### src/rtl/wb_trace_packer_pkg.sv
// wb_trace_packer_pkg: shared FSM state type and frame constants for the writeback trace packer
package wb_trace_packer_pkg;
    typedef enum logic {IDLE, SEND} state_t;
    localparam int FRAME_LEN = 7;
    localparam logic [7:0] SYNC_BYTE_DEFAULT = 8'hA5;
endpackage

### src/rtl/trace_fifo.sv
// trace_fifo: synchronous FIFO, no bypass (a push is visible at dout one cycle later)
// ports: clk, rst (async, active-high), push/din write side, pop/dout read side, full, empty
module trace_fifo #(
    parameter int W = 37,
    parameter int DEPTH = 8
) (
    input  logic         clk,
    input  logic         rst,
    input  logic         push,
    input  logic [W-1:0] din,
    input  logic         pop,
    output logic [W-1:0] dout,
    output logic         full,
    output logic         empty
);
    localparam int AW = $clog2(DEPTH);
    logic [W-1:0] mem [DEPTH];
    logic [AW:0] wr, rd;
    // the extra top pointer bit tells a full FIFO from an empty one when the addresses match
    assign empty = wr == rd;
    assign full = wr[AW] != rd[AW] && wr[AW-1:0] == rd[AW-1:0];
    assign dout = mem[rd[AW-1:0]];
    always_ff @(posedge clk or posedge rst)
        if (rst) begin
            wr <= '0;
            rd <= '0;
        end else begin
            if (push && !full) wr <= wr + 1'b1;
            if (pop && !empty) rd <= rd + 1'b1;
        end
    always_ff @(posedge clk)
        if (push && !full) mem[wr[AW-1:0]] <= din;
endmodule

### src/rtl/wb_trace_packer.sv
// wb_trace_packer: buffers register-file writes and streams them as 7-byte frames to a UART byte transmitter
// ports: clk, resetn (async, active-high), wb_wreg/wb_wd/wb_wdata writeback capture,
//        tx_data/tx_valid/tx_ready byte stream, ovf_cnt saturating drop count, busy
module wb_trace_packer
    import wb_trace_packer_pkg::*;
#(
    parameter int FIFO_DEPTH = 8,
    parameter logic [7:0] SYNC_BYTE = SYNC_BYTE_DEFAULT
) (
    input  logic        clk,
    input  logic        resetn,
    input  logic        wb_wreg,
    input  logic [4:0]  wb_wd,
    input  logic [31:0] wb_wdata,
    output logic [7:0]  tx_data,
    output logic        tx_valid,
    input  logic        tx_ready,
    output logic [7:0]  ovf_cnt,
    output logic        busy
);
    state_t state, state_n;
    logic ev, push, pop, full, empty, last;
    logic [36:0] head, frame;
    logic [2:0] idx;
    logic [7:0] chk;
    logic [8*FRAME_LEN-1:0] frame_bytes;
    assign ev = wb_wreg && wb_wd != 5'd0;
    assign push = ev && !full;
    assign pop = state == IDLE && !empty;
    assign last = idx == 3'(FRAME_LEN - 1);
    assign chk = {3'b000, frame[36:32]} ^ frame[31:24] ^ frame[23:16] ^ frame[15:8] ^ frame[7:0];
    assign frame_bytes = {SYNC_BYTE, 3'b000, frame[36:32], frame[31:0], chk};
    assign tx_valid = state == SEND;
    assign tx_data = tx_valid ? frame_bytes[8*(FRAME_LEN-1-int'(idx)) +: 8] : 8'h00;
    assign busy = !empty || state == SEND;
    trace_fifo #(.W(37), .DEPTH(FIFO_DEPTH)) u_fifo (
        .clk(clk),
        .rst(resetn),
        .push(push),
        .din({wb_wd, wb_wdata}),
        .pop(pop),
        .dout(head),
        .full(full),
        .empty(empty)
    );
    always_comb begin
        state_n = state;
        state_n = state == IDLE ? (empty ? IDLE : SEND) : (tx_ready && last ? IDLE : SEND);
    end
    always_ff @(posedge clk or posedge resetn)
        if (resetn) state <= IDLE;
        else state <= state_n;
    always_ff @(posedge clk or posedge resetn)
        if (resetn) begin
            frame <= '0;
            idx <= '0;
            ovf_cnt <= '0;
        end else begin
            if (pop) begin
                frame <= head;
                idx <= '0;
            end else if (state == SEND && tx_ready) begin
                idx <= last ? 3'd0 : idx + 3'd1;
            end
            // fullness is judged at the start of the cycle, so a same-cycle pop never saves the event
            if (ev && full && ovf_cnt != 8'hFF) ovf_cnt <= ovf_cnt + 8'd1;
        end
endmodule
### config.mk
export PLATFORM = sky130hd
export DESIGN_NAME = wb_trace_packer
export DESIGN_NICKNAME = d
export VERILOG_FILES = /design/src/rtl/wb_trace_packer_pkg.sv /design/src/rtl/trace_fifo.sv /design/src/rtl/wb_trace_packer.sv
export SDC_FILE = /design/constraint.sdc
export NUM_CORES = 1
export LEC_CHECK = 0
export CAP_MARGIN = 25
export CELL_PAD_IN_SITES_DETAIL_PLACEMENT = 0
export CELL_PAD_IN_SITES_GLOBAL_PLACEMENT = 1
export CORE_MARGIN = 2
export CORE_UTILIZATION = 25
export DETAILED_ROUTE_END_ITERATION = 16
export PLACE_DENSITY = 0.4
export SYNTH_ARGS = -nofsm -noshare
export SYNTH_HDL_FRONTEND = slang
export SYNTH_SLANG_ARGS = --single-unit
### constraint.sdc
create_clock -name clk -period 5.8 [get_ports clk]
set_input_delay 1.74 -clock clk [delete_from_list [all_inputs] [get_ports clk]]
set_output_delay 1.74 -clock clk [all_outputs]
set_load 0.05 [all_outputs]
Yosys cells after proc, flatten, opt, wreduce, memory -nomap -nowiden
Memory sizes are Yosys's and may differ from the RTL's. A register that Yosys moved wholly into a read port is not among the register bits.
Cells that the tools add are included.
{ "classes": {"n_addsub": 5, "n_eq_ne": 5, "shifts": 1, "n_mux": 9, "bitwise": 5, "reduce_logical": 15} }
{ "ops": {"columns": ["cell", "count"], "rows": [
  ["56-bit by 7-bit variable part select with 8-bit output", 1],
  ["8-bit XOR", 3],
  ["1-bit logical AND", 10],
  ["3-bit 2-to-1 mux", 3],
  ["4-bit by 1-bit adder with 4-bit output (second input constant)", 2],
  ["8-bit by 1-bit adder with 8-bit output (second input constant)", 1],
  ["8-bit 2-to-1 mux", 1],
  ["8-bit != test (second input constant)", 1],
  ["5-bit by 8-bit XOR with 8-bit output", 1],
  ["1-bit 2-to-1 mux", 5],
  ["5-bit nonzero test", 1],
  ["4-bit equality test", 1],
  ["3-bit by 3-bit subtractor with 4-bit output (first input constant)", 1],
  ["3-bit by 1-bit adder with 3-bit output (second input constant)", 1],
  ["3-bit equality test", 1],
  ["3-bit equality test (second input constant)", 1],
  ["1-bit logical NOT", 2],
  ["2-bit nonzero test", 1],
  ["1-bit logical OR", 1],
  ["1-bit != test", 1],
  ["1-bit NOT", 1]
]} }
{ "totals": {"regBits": 20, "mem_bits_rw": 296, "elab_cells": 46, "n_memories": 1} }
{ "mem_list": {"columns": ["name", "depth", "width", "read_ports", "rd_ports_with_merged_regs", "wr", "line", "text"], "rows": [
  ["u_fifo.mem", 8, 37, 1, 1, 1, "trace_fifo.sv:17", "logic [W-1:0] mem [DEPTH];"]
]} }

Depth between registers and ports, before layout
Gate-level depths: netlist of the first run.
{ "logic_depth": {"depth_word": 7, "mapped_depth": 10, "mapped_depth_nobuf": 7} }

Modules after synthesis
A second synthesis of the first run with hierarchy kept.
{ "unflattened": {"cells_unflattened": 727, "hier_area_um2": 14537.7} }
{ "modules_own_cells": {"columns": ["module", "n_inst", "cells_per_inst", "area_per_inst_um2"], "rows": [
  ["trace_fifo", 1, 489, 11861.4],
  ["wb_trace_packer", 1, 238, 2676.3]
]} }

Least setup slack after synthesis of the first run
OpenSTA, ideal clock, no wires.
{ "synth_path": {"path_kind": "in2reg", "from": "input port wb_wd[3]", "to": "memory u_fifo.mem[0][0] (enable)", "setup_ps": 477, "arrival_time_ps": 4898, "setup_slack_ps": 425, "cell_stages": 5, "path_buffers": 0, "path_cell_list": "or4_1 -> o21ai_0 -> nor2b_1 -> nand2b_1 -> nor3_1"} }
{ "synth_between": {"elab_chain_len": 6} }
{ "synth_rtl": {"columns": ["item", "line", "text"], "rows": [
  ["from (decl)", "wb_trace_packer.sv:13", "input logic [4:0] wb_wd,"],
  ["5-bit nonzero test", "wb_trace_packer.sv:27", "assign ev = wb_wreg && wb_wd != 5'd0;"],
  ["1-bit logical AND", "wb_trace_packer.sv:27", null],
  ["1-bit logical AND", "wb_trace_packer.sv:28", "assign push = ev && !full;"],
  ["1-bit logical AND", "trace_fifo.sv:32", "if (push && !full) mem[wr[AW-1:0]] <= din;"],
  ["1-bit 2-to-1 mux", "trace_fifo.sv:32", null],
  ["1-bit 2-to-1 mux (implied by the code)", "trace_fifo.sv:32", null],
  ["to (decl)", "trace_fifo.sv:17", null]
]} }
No other way between the ends.

Worst setup path in the final report of the first run
{ "layout_path": {"from": "register idx[0]", "to": "output port tx_data[2]"} }
{ "layout_between": {"elab_chain_len": 3} }
{ "layout_rtl": {"columns": ["item", "line", "text"], "rows": [
  ["from (decl)", "wb_trace_packer.sv:24", "logic [2:0] idx;"],
  ["from (signal assigned)", "wb_trace_packer.sv:63", "idx <= last ? 3'd0 : idx + 3'd1;"],
  ["3-bit by 3-bit subtractor with 4-bit output", "wb_trace_packer.sv:34", "assign tx_data = tx_valid ? frame_bytes[8*(FRAME_LEN-1-int'(idx)) +: 8] : 8'h00;"],
  ["56-bit by 7-bit variable part select with 8-bit output", "wb_trace_packer.sv:34", null],
  ["8-bit 2-to-1 mux", "wb_trace_packer.sv:34", null],
  ["to (decl)", "wb_trace_packer.sv:15", "output logic [7:0] tx_data,"]
]} }
No other way between the ends.

==> results of run 1 <==
-- flip-flops by register name, summed over array words and instances, names as in the netlist --
name	flops
ovf_cnt	8
tx_valid	1
u_fifo.wr	4
u_fifo.mem	296
frame	37
u_fifo.rd	4
idx	3
-- how the worst max path moves through the flow --
stage,to,slack [ps]
finish,tx_data[2],210
global route,tx_data[2],20
CTS,tx_data[2],110
detailed placement,tx_data[2],530
global placement,tx_data[2],640
floorplan,u_fifo.mem[0][0],420
-- layout make-up --
type	count	area [um2]	share of cell area, %
Clock buffer	51	1070	6.32
Clock inverter	22	249	1.47
Inverter	4	15.0	0.0884
Multi-Input combinational cell	347	3610	21.3
Sequential cell	353	10300	60.8
Tap cell	748	936	5.51
Timing Repair Buffer	79	771	4.54
-- synthesized netlist by cell type (4+ instances only) --
cell | n | share of area, %
nand2_1 | 17 | 0.45
mux2i_1 | 38 | 2.7
a22oi_1 | 5 | 0.27
xor2_1 | 10 | 0.62
a22o_1 | 6 | 0.37
a31oi_1 | 4 | 0.18
clkbuf_1 | 13 | 0.35
dfrtp_1 | 57 | 10
o21ai_0 | 13 | 0.46
a21oi_1 | 40 | 1.4
edfxtp_1 | 296 | 63
or4_1 | 4 | 0.21
nor2b_1 | 4 | 0.18
inv_1 | 4 | 0.11
buf_2 | 21 | 0.75
mux4_2 | 74 | 12
nor2_1 | 57 | 1.5
ha_1 | 6 | 0.53
xnor2_1 | 28 | 1.7
-- metrics by stage --
stage	cells	hold WS [ps]	utilization, %
floorplan	744	460	-
CTS	1603	494	30.6
detailed placement	1530	486	28.2
finish	1604	490	30.6
global route	1604	519	30.6
global placement	1529	475	28.2
-- per-layer routing --
| metal | vias to the layer above | part of all wire, % | wire, um | track usage [%] |
|---|---|---|---|---|
| met5 | - | 0 | 0 | 0 |
| met4 | 0 | 2.4 | 815 | 4.00 |
| li1 | 3126 | - | - | - |
| met2 | 126 | 48 | 16000 | 19.4 |
| met3 | 48 | 3.4 | 1140 | 2.35 |
| met1 | 3653 | 46 | 15300 | 15.8 |
-- placed cells by master, fill, tap and decap left out, types with 3 or more instances in the layout --
master,count
o211ai_1,3
nor2b_1,3
xnor2_1,28
ha_1,5
buf_4,23
nor3_2,3
bufinv_16,5
mux4_2,74
a22o_1,6
nand2b_1,3
clkinv_2,4
mux2i_1,38
xnor3_1,3
nor2_4,6
inv_1,3
nand2_1,17
clkdlybuf4s50_1,53
a22oi_1,5
mux2_2,3
clkbuf_1,9
o21a_1,3
dfrtp_1,54
nor2_1,51
a21oi_1,40
clkinv_1,6
nand4_1,3
or4_1,4
o21ai_0,13
clkinvlp_4,4
clkbuf_16,41
edfxtp_1,296
xor2_1,10
a221oi_1,3
a31oi_1,3
-- cell families (layout without fill, tap and decap cells) --
| group | after synthesis | after routing | share of synthesized area (%) |
|---|---|---|---|
| flip-flops | 353 | 353 | 73.3 |
| AO/OA/AOI/OAI | 82 | 82 | 3.52 |
| XOR/XNOR | 41 | 41 | 2.85 |
| adder cells (fa/ha/maj) | 6 | 6 | 0.534 |
| buffers and inverters | 44 | 156 | 1.52 |
| multiplexers | 115 | 115 | 14.8 |
| AND/OR/NAND/NOR | 103 | 103 | 3.47 |
-- power by group through the flow --
stage / Sequential, mW / Clock [mW] / Combinational (mW)
6_report: 3.60 / 2.55 / 3.29
5_1_grt: 3.66 / 2.73 / 3.61
4_1_cts: 3.61 / 2.64 / 3.39
3_5_place_dp: 3.66 / 0 / 3.37
3_3_place_gp: 3.64 / 0 / 3.36
2_1_floorplan: 3.54 / 0 / 2.33
==> results_dict.tcl, run 1 <==
set metrics [dict create \
    rows 86 \
    port_buffers 58 \
    worst_hold_path.endpoint "ovf_cnt[7]" \
    reg2reg_from "u_fifo.rd[0]" \
    cp-end-kind "output port" \
    cp_max_fo 22 \
    drtAntennaViolNets 0 \
    hold_buffers 0 \
    viasPerCell 4.33 \
    crit_chain "buf_4 > inv_1 > ha_2 > a31oi_2 > nand2_1 > o21ai_0 > clkdlybuf4s50_1" \
    tns_ps 0 \
    post-route-period-util_pct 96.4 \
    timing.rr.end "u_fifo.mem[7][32]" \
    leakage_nw 5.57 \
    fin_crit_ps 5590 \
    fillers 5404 \
    path_depth 7 \
    relSlewSlack_pct 45.9 \
    intPower_mw 6.17 \
    min_from "ovf_cnt[7]" \
    start_kind "register" \
    rsz0062_at_grt "no" \
    drcViolationCount 0 \
    grt_max_degree 44 \
    cts_tree "yes" \
    setup_violations 0 \
    dieArea_um2 58200 \
    n_antenna_cell 0 \
    drt-total-wl_um 33300 \
    p_sw_mw 3.27 \
    cts-resized-gates 1 \
    die_h_um 241 \
    hold_path.class "register to register" \
    pwr-share-comb_pct 34.9 \
    antenna_found_initial 0 \
    drt_iter0_markers 463 \
    vdd_ir_drop_max_v 0.000334 \
    grt_pass1_vias 7516 \
    reg2reg_depth 5 \
    overflow 0 \
    clkPwrFrac_pct 27.0 \
    syn_to_final_growth_pct 20.7 \
    io_pins 59 \
    dpl-instance-area_um2 15600 \
    outcome "finished, final reports clean" \
    yosysUniqueCellTypes 43 \
    ys_seq_elements 353 \
    tightestPinTransition_ps 811 \
    wl_per_cell_um 20.8 \
    grt_usage_pct 11.9 \
    globalplace.congestion 0.720 \
    required_ps 4060 \
    grt_pass1_wl_um 50000 \
    root_buffer "clkbuf_16" \
    path_clk_slew_ps 60 \
    nets 872 \
    place_hpwl_um 20100 \
    synth_nets 791 \
    htreeDepth 2 \
    first_pass_iters 4 \
    cts_setup_buffers 0 \
    yosys_warnings 0 \
    r2r_slack_ps 2680 \
    avgSynthCellArea_um2 18.9 \
    place_ws_ps 532 \
    cts_sinks 353 \
    cts_buffers 40 \
    ys.flop_type "edfxtp_1" \
    synth-seq-area-share_pct 73.3 \
    vias 6953 \
    finalHoldViolCount 0 \
    core-area_um2 55400 \
    async_reset_ff_share_pct 16.1 \
    cap_violations 0 \
    synth_edf_count 296 \
    slew_viol_final 0 \
    finalPower_mw 9.44 \
    setup_slack_ps 208 \
    slowest_stage "clkdlybuf4s50_1" \
    critPathBufInv 3 \
    cp.arrival_ps 3850 \
    crit_type "register to output port" \
    clock_tree.buffer_depth 3 \
    switching_share_pct 34.6 \
    stdcell_area_um2 17000 \
    fin_skew_ps 18.1 \
    cpPeakStageDelay_ps 900 \
    crit_path_start "idx[0]" \
    synth_area_um2 14100 \
    p_per_area_nw_per_um2 556 \
    clk_latency_ps 550 \
    initial_core_util_pct 25.4 \
    min_path_cells 1 \
    die_w_um 241 \
    p_seq_share_pct 38.1 \
    syn_inst 744 \
    drive_gt1_share_pct 21.0 \
    clock.fmax_mhz 179 \
    crit_family "buffers and inverters" \
]
No activity file was read; power rests on OpenSTA's default activity.
==> run 2: changes to the inputs <==
==> constraint.sdc (replaced) <==
create_clock -name clk -period 6.3 [get_ports clk]
set_input_delay 1.89 -clock clk [delete_from_list [all_inputs] [get_ports clk]]
set_output_delay 1.89 -clock clk [all_outputs]
set_load 0.05 [all_outputs]
==> results_dict.tcl, run 2 (same netlist as run 1, synthesis figures left out) <==
set metrics [dict create \
    outcome "finished, final reports clean" \
    cts_setup_buffers 0 \
    relSlewSlack_pct 31.8 \
    initial_core_util_pct 25.4 \
    switching_share_pct 34.9 \
    endpoint "tx_data[6]" \
    final_common_cell "edfxtp_1" \
    nets 873 \
    clock_tree.buffer_depth 3 \
    viasPerCell 4.34 \
    grt_pass1_wl_um 51000 \
    required_ps 4410 \
    place_hpwl_um 20700 \
    clock.fmax_mhz 168 \
    die_h_um 241 \
    drive_gt1_share_pct 19.9 \
    stdcell_area_um2 16900 \
    hold_path.class "register to register" \
    layout_common_cells "edfxtp_1, mux4_2, clkdlybuf4s50_1, dfrtp_1, nor2_1" \
    finalPower_mw 8.64 \
    vdd_ir_drop_max_v 0.000431 \
    wl_per_cell_um 21.3 \
    dp_cells 1530 \
    intPower_mw 5.62 \
    start_kind "register" \
    tightestPinTransition_ps 1020 \
    grt_max_degree 82 \
    overflow 0 \
    dieArea_um2 58200 \
    drtAntennaViolNets 0 \
    drt_iter0_markers 316 \
    post-route-period-util_pct 94.3 \
    timing.rr.end "u_fifo.mem[7][26]" \
    root_buffer "clkbuf_16" \
    p_per_area_nw_per_um2 511 \
    rows 86 \
    fin_crit_ps 5940 \
    first_pass_iters 4 \
    grt_pass1_vias 7529 \
    slew_viol_final 0 \
    largest_reg_flops 296 \
    vias 6963 \
    clk_latency_ps 550 \
    fillers 5365 \
    drt-total-wl_um 34200 \
    rsz0062_at_grt "no" \
    cts_buffers 41 \
    antenna_found_initial 0 \
    setup_violations 0 \
    port_buffers 58 \
    htreeDepth 2 \
    cp-end-kind "output port" \
    fin_skew_ps 15.8 \
    finalHoldViolCount 0 \
    cts_tree "yes" \
    slowest_stage "clkdlybuf4s50_1" \
    cp.arrival_ps 4050 \
    leakage_nw 5.55 \
    path_clk_slew_ps 60 \
    crit_chain "inv_1 > ha_1 > a31oi_1 > a221oi_1 > nor2_1 > clkdlybuf4s50_1" \
    tns_ps 0 \
    pwr-share-comb_pct 35.2 \
    cap_violations 0 \
    r2r_slack_ps 2890 \
    dpl-instance-area_um2 15600 \
    cp_max_fo 22 \
    core-area_um2 55400 \
    io_pins 59 \
    globalplace.congestion 0.760 \
    crit_path_start "idx[0]" \
    die_w_um 241 \
    cts_sinks 353 \
    reg2reg_from "u_fifo.rd[1]" \
    reg2reg_depth 5 \
    syn_to_final_growth_pct 20.3 \
    n_antenna_cell 0 \
    clkPwrFrac_pct 26.3 \
    grt_usage_pct 12.2 \
    fin_cells 1606 \
    drcViolationCount 0 \
    p_seq_share_pct 38.5 \
    cpPeakStageDelay_ps 890 \
    crit_type "register to output port" \
    hold_buffers 0 \
    p_sw_mw 3.02 \
    cts-resized-gates 0 \
]
## run 2: power by group through the flow
stage	registers [mW]	logic, mW	clock network (mW)
final	3.33	3.04	2.27
after global routing	3.39	3.32	2.44
after CTS	3.35	3.13	2.35
after detailed placement	3.39	3.12	0
after global placement	3.37	3.09	0
after floorplan	3.26	2.14	0
## run 2: worst min-delay path by stage
| stage | startpoint | endpoint | slack (ps) | depth (start not counted) |
|---|---|---|---|---|
| after detailed placement | u_fifo.wr[3] | u_fifo.wr[3] | 480 | 1 |
| final | u_fifo.wr[3] | u_fifo.wr[3] | 490 | 1 |
| after global placement | u_fifo.wr[3] | u_fifo.wr[3] | 480 | 1 |
| after global routing | ovf_cnt[6] | ovf_cnt[6] | 520 | 1 |
| after floorplan | u_fifo.wr[3] | u_fifo.wr[3] | 460 | 1 |
| after CTS | u_fifo.wr[3] | u_fifo.wr[3] | 500 | 1 |
## run 2: through the flow
stage | utilization (%) | setup slack [ps] | hold WS, ps
2_1_floorplan | - | 775 | 460
5_1_grt | 30.5 | 124 | 520
3_3_place_gp | 28.2 | 1030 | 482
3_5_place_dp | 28.2 | 937 | 485
6_report | 30.5 | 360 | 490
4_1_cts | 30.5 | 322 | 496
## run 2: final cells by class
cell class              count  area [um2]  area share [%]
inverters                   4        15.0          0.0888
well taps                 748         936            5.53
flip-flops and latches    353       10300            61.0
clock buffers              59        1160            6.83
repair buffers             79         751            4.44
clock inverters            16         134           0.791
multi-input cells         347        3600            21.3
## run 2: routing by layer
layer | track usage [%] | wire length (um) | vias to the layer above | share of wire [%]
met4 | 3.42 | 673 | 0 | 2.0
met1 | 16.3 | 15900 | 3674 | 46
met5 | 0 | 0 | - | 0
li1 | - | - | 3126 | -
met3 | 2.34 | 1150 | 47 | 3.3
met2 | 20.3 | 16500 | 116 | 48
## run 2: worst max-delay path: cells and delay by family, from the launching register on
family	cells	cell delay (ps)
AOI/OAI and AO/OA	2	960
adders and majority gates	1	530
and+or+nand+nor	1	410
buffers and inverters	2	1230
DFF	1	380
==> run 3: changes to the inputs <==
--- a/config.mk
+++ b/config.mk
@@ -11,6 +11,7 @@
 export CORE_MARGIN = 2
 export CORE_UTILIZATION = 25
 export DETAILED_ROUTE_END_ITERATION = 16
+export MAX_ROUTING_LAYER = met4
 export PLACE_DENSITY = 0.4
 export SYNTH_ARGS = -nofsm -noshare
 export SYNTH_HDL_FRONTEND = slang
==> results_dict.tcl, run 3 (same netlist as run 1, synthesis figures left out) <==
set metrics [dict create \
    fin_skew_ps 14.0 \
    vias 6985 \
    layout_common_cells "edfxtp_1, mux4_2, clkdlybuf4s50_1, dfrtp_1, nor2_1" \
    core-area_um2 55400 \
    drtAntennaViolNets 0 \
    largest_reg_flops 296 \
    p_sw_mw 3.02 \
    tightestPinTransition_ps 1020 \
    viasPerCell 4.35 \
    die_h_um 241 \
    drt-total-wl_um 34300 \
    hold-worst-slack_ps 490 \
    antenna_found_initial 0 \
    multiInputGateArea_um2 3600 \
    clock_tree.buffer_depth 3 \
    pwr-share-comb_pct 35.2 \
    outcome "finished, final reports clean" \
    switching_share_pct 34.9 \
    clk_latency_ps 550 \
    root_buffer "clkbuf_16" \
    slew_viol_final 0 \
    globalplace.congestion 0.773 \
    fillers 5365 \
    stdcell_area_um2 16900 \
    drive_gt1_share_pct 19.9 \
    cts_sinks 353 \
    drcViolationCount 0 \
    post-route-period-util_pct 94.1 \
    crit_type "register to output port" \
    cts-resized-gates 0 \
    relSlewSlack_pct 31.8 \
    nets 873 \
    intPower_mw 5.62 \
    clkPwrFrac_pct 26.3 \
    path_clk_slew_ps 60 \
    die_w_um 241 \
    cap_violations 0 \
    grt_max_degree 82 \
    port_buffers 58 \
    fin_crit_ps 5930 \
    finalHoldViolCount 0 \
    dpl-instance-area_um2 15600 \
    cp-end-kind "output port" \
    leakage_nw 5.55 \
    grt_usage_pct 12.6 \
    grt_pass1_vias 7508 \
    cts_setup_buffers 0 \
    setup_slack_ps 369 \
    hold_buffers 0 \
    p_per_area_nw_per_um2 511 \
    overflow 0 \
    dieArea_um2 58200 \
    start_kind "register" \
    cts_tree "yes" \
    cp.arrival_ps 4040 \
    rows 86 \
    regArea_um2 10300 \
    setup_violations 0 \
    cp_max_fo 22 \
    clock.fmax_mhz 169 \
    first_pass_iters 4 \
    cts_buffers 41 \
    rsz0062_at_grt "no" \
    p_seq_share_pct 38.5 \
    initial_core_util_pct 25.4 \
    htreeDepth 2 \
    place_hpwl_um 20700 \
    syn_to_final_growth_pct 20.3 \
    final_common_cell "edfxtp_1" \
    hold_path.class "register to register" \
    place_ws_ps 937 \
    drt_iter0_markers 307 \
    n_antenna_cell 0 \
    required_ps 4410 \
    io_pins 59 \
    wl_per_cell_um 21.4 \
    vdd_ir_drop_max_v 0.000431 \
    grt_pass1_wl_um 51100 \
    tns_ps 0 \
]
==> run 3: cell counts in the layout (fill, tap and decap cells not counted) <==
Identical to the previous run, type by type.
==> run 3: layout make-up <==
type | count | area share (%)
Sequential cell | 353 | 61.0
Inverter | 4 | 0.0888
Clock buffer | 59 | 6.83
Clock inverter | 16 | 0.791
Multi-Input combinational cell | 347 | 21.3
Tap cell | 748 | 5.53
Timing Repair Buffer | 79 | 4.44
==> run 3: through the flow <==
step                power, mW  instances  utilization (%)
finish                   8.64       1606             30.5
global route             9.16       1606             30.5
CTS                      8.82       1605             30.5
detailed placement       6.51       1530             28.2
global placement         6.46       1529             28.2
floorplan                5.40        744                -
==> run 3: worst max-delay path, stage by stage, from the launching register on <==
cell and delay [ps]:
dfrtp_1 370, inv_1 330, ha_1 530, a31oi_1 720
a221oi_1 230, nor2_1 410, clkdlybuf4s50_1 890
==> run 3: path summary, 6_finish.rpt <==
path | startpoint | endpoint | slack (ps) | depth (start not counted)
max | idx[0] | tx_data[6] | 370 | 6
min | u_fifo.wr[3] | u_fifo.wr[3] | 490 | 1
max reg2reg | u_fifo.rd[1] | u_fifo.mem[7][26] | 2890 | 5
min reg2reg | u_fifo.wr[3] | u_fifo.wr[3] | 490 | 1
max in group asynchronous | resetn | u_fifo.rd[1] | 4010 | 4
min in group asynchronous | resetn | u_fifo.wr[2] | 1530 | 2
==> run 3: per-layer routing <==
layer / vias to the layer above / track usage, % / wire, um
met5: - / - / 0
met4: 0 / 3.42 / 657
met3: 45 / 2.34 / 1120
met2: 108 / 20.3 / 16600
met1: 3704 / 16.4 / 15900
li1: 3128 / - / -
==> run 3: power by group through the flow <==
stage	sequential (mW)	combinational (mW)	clock, mW
2_1_floorplan	3.26	2.14	0
3_3_place_gp	3.37	3.09	0
3_5_place_dp	3.39	3.12	0
4_1_cts	3.35	3.13	2.35
5_1_grt	3.39	3.32	2.44
6_report	3.33	3.04	2.27
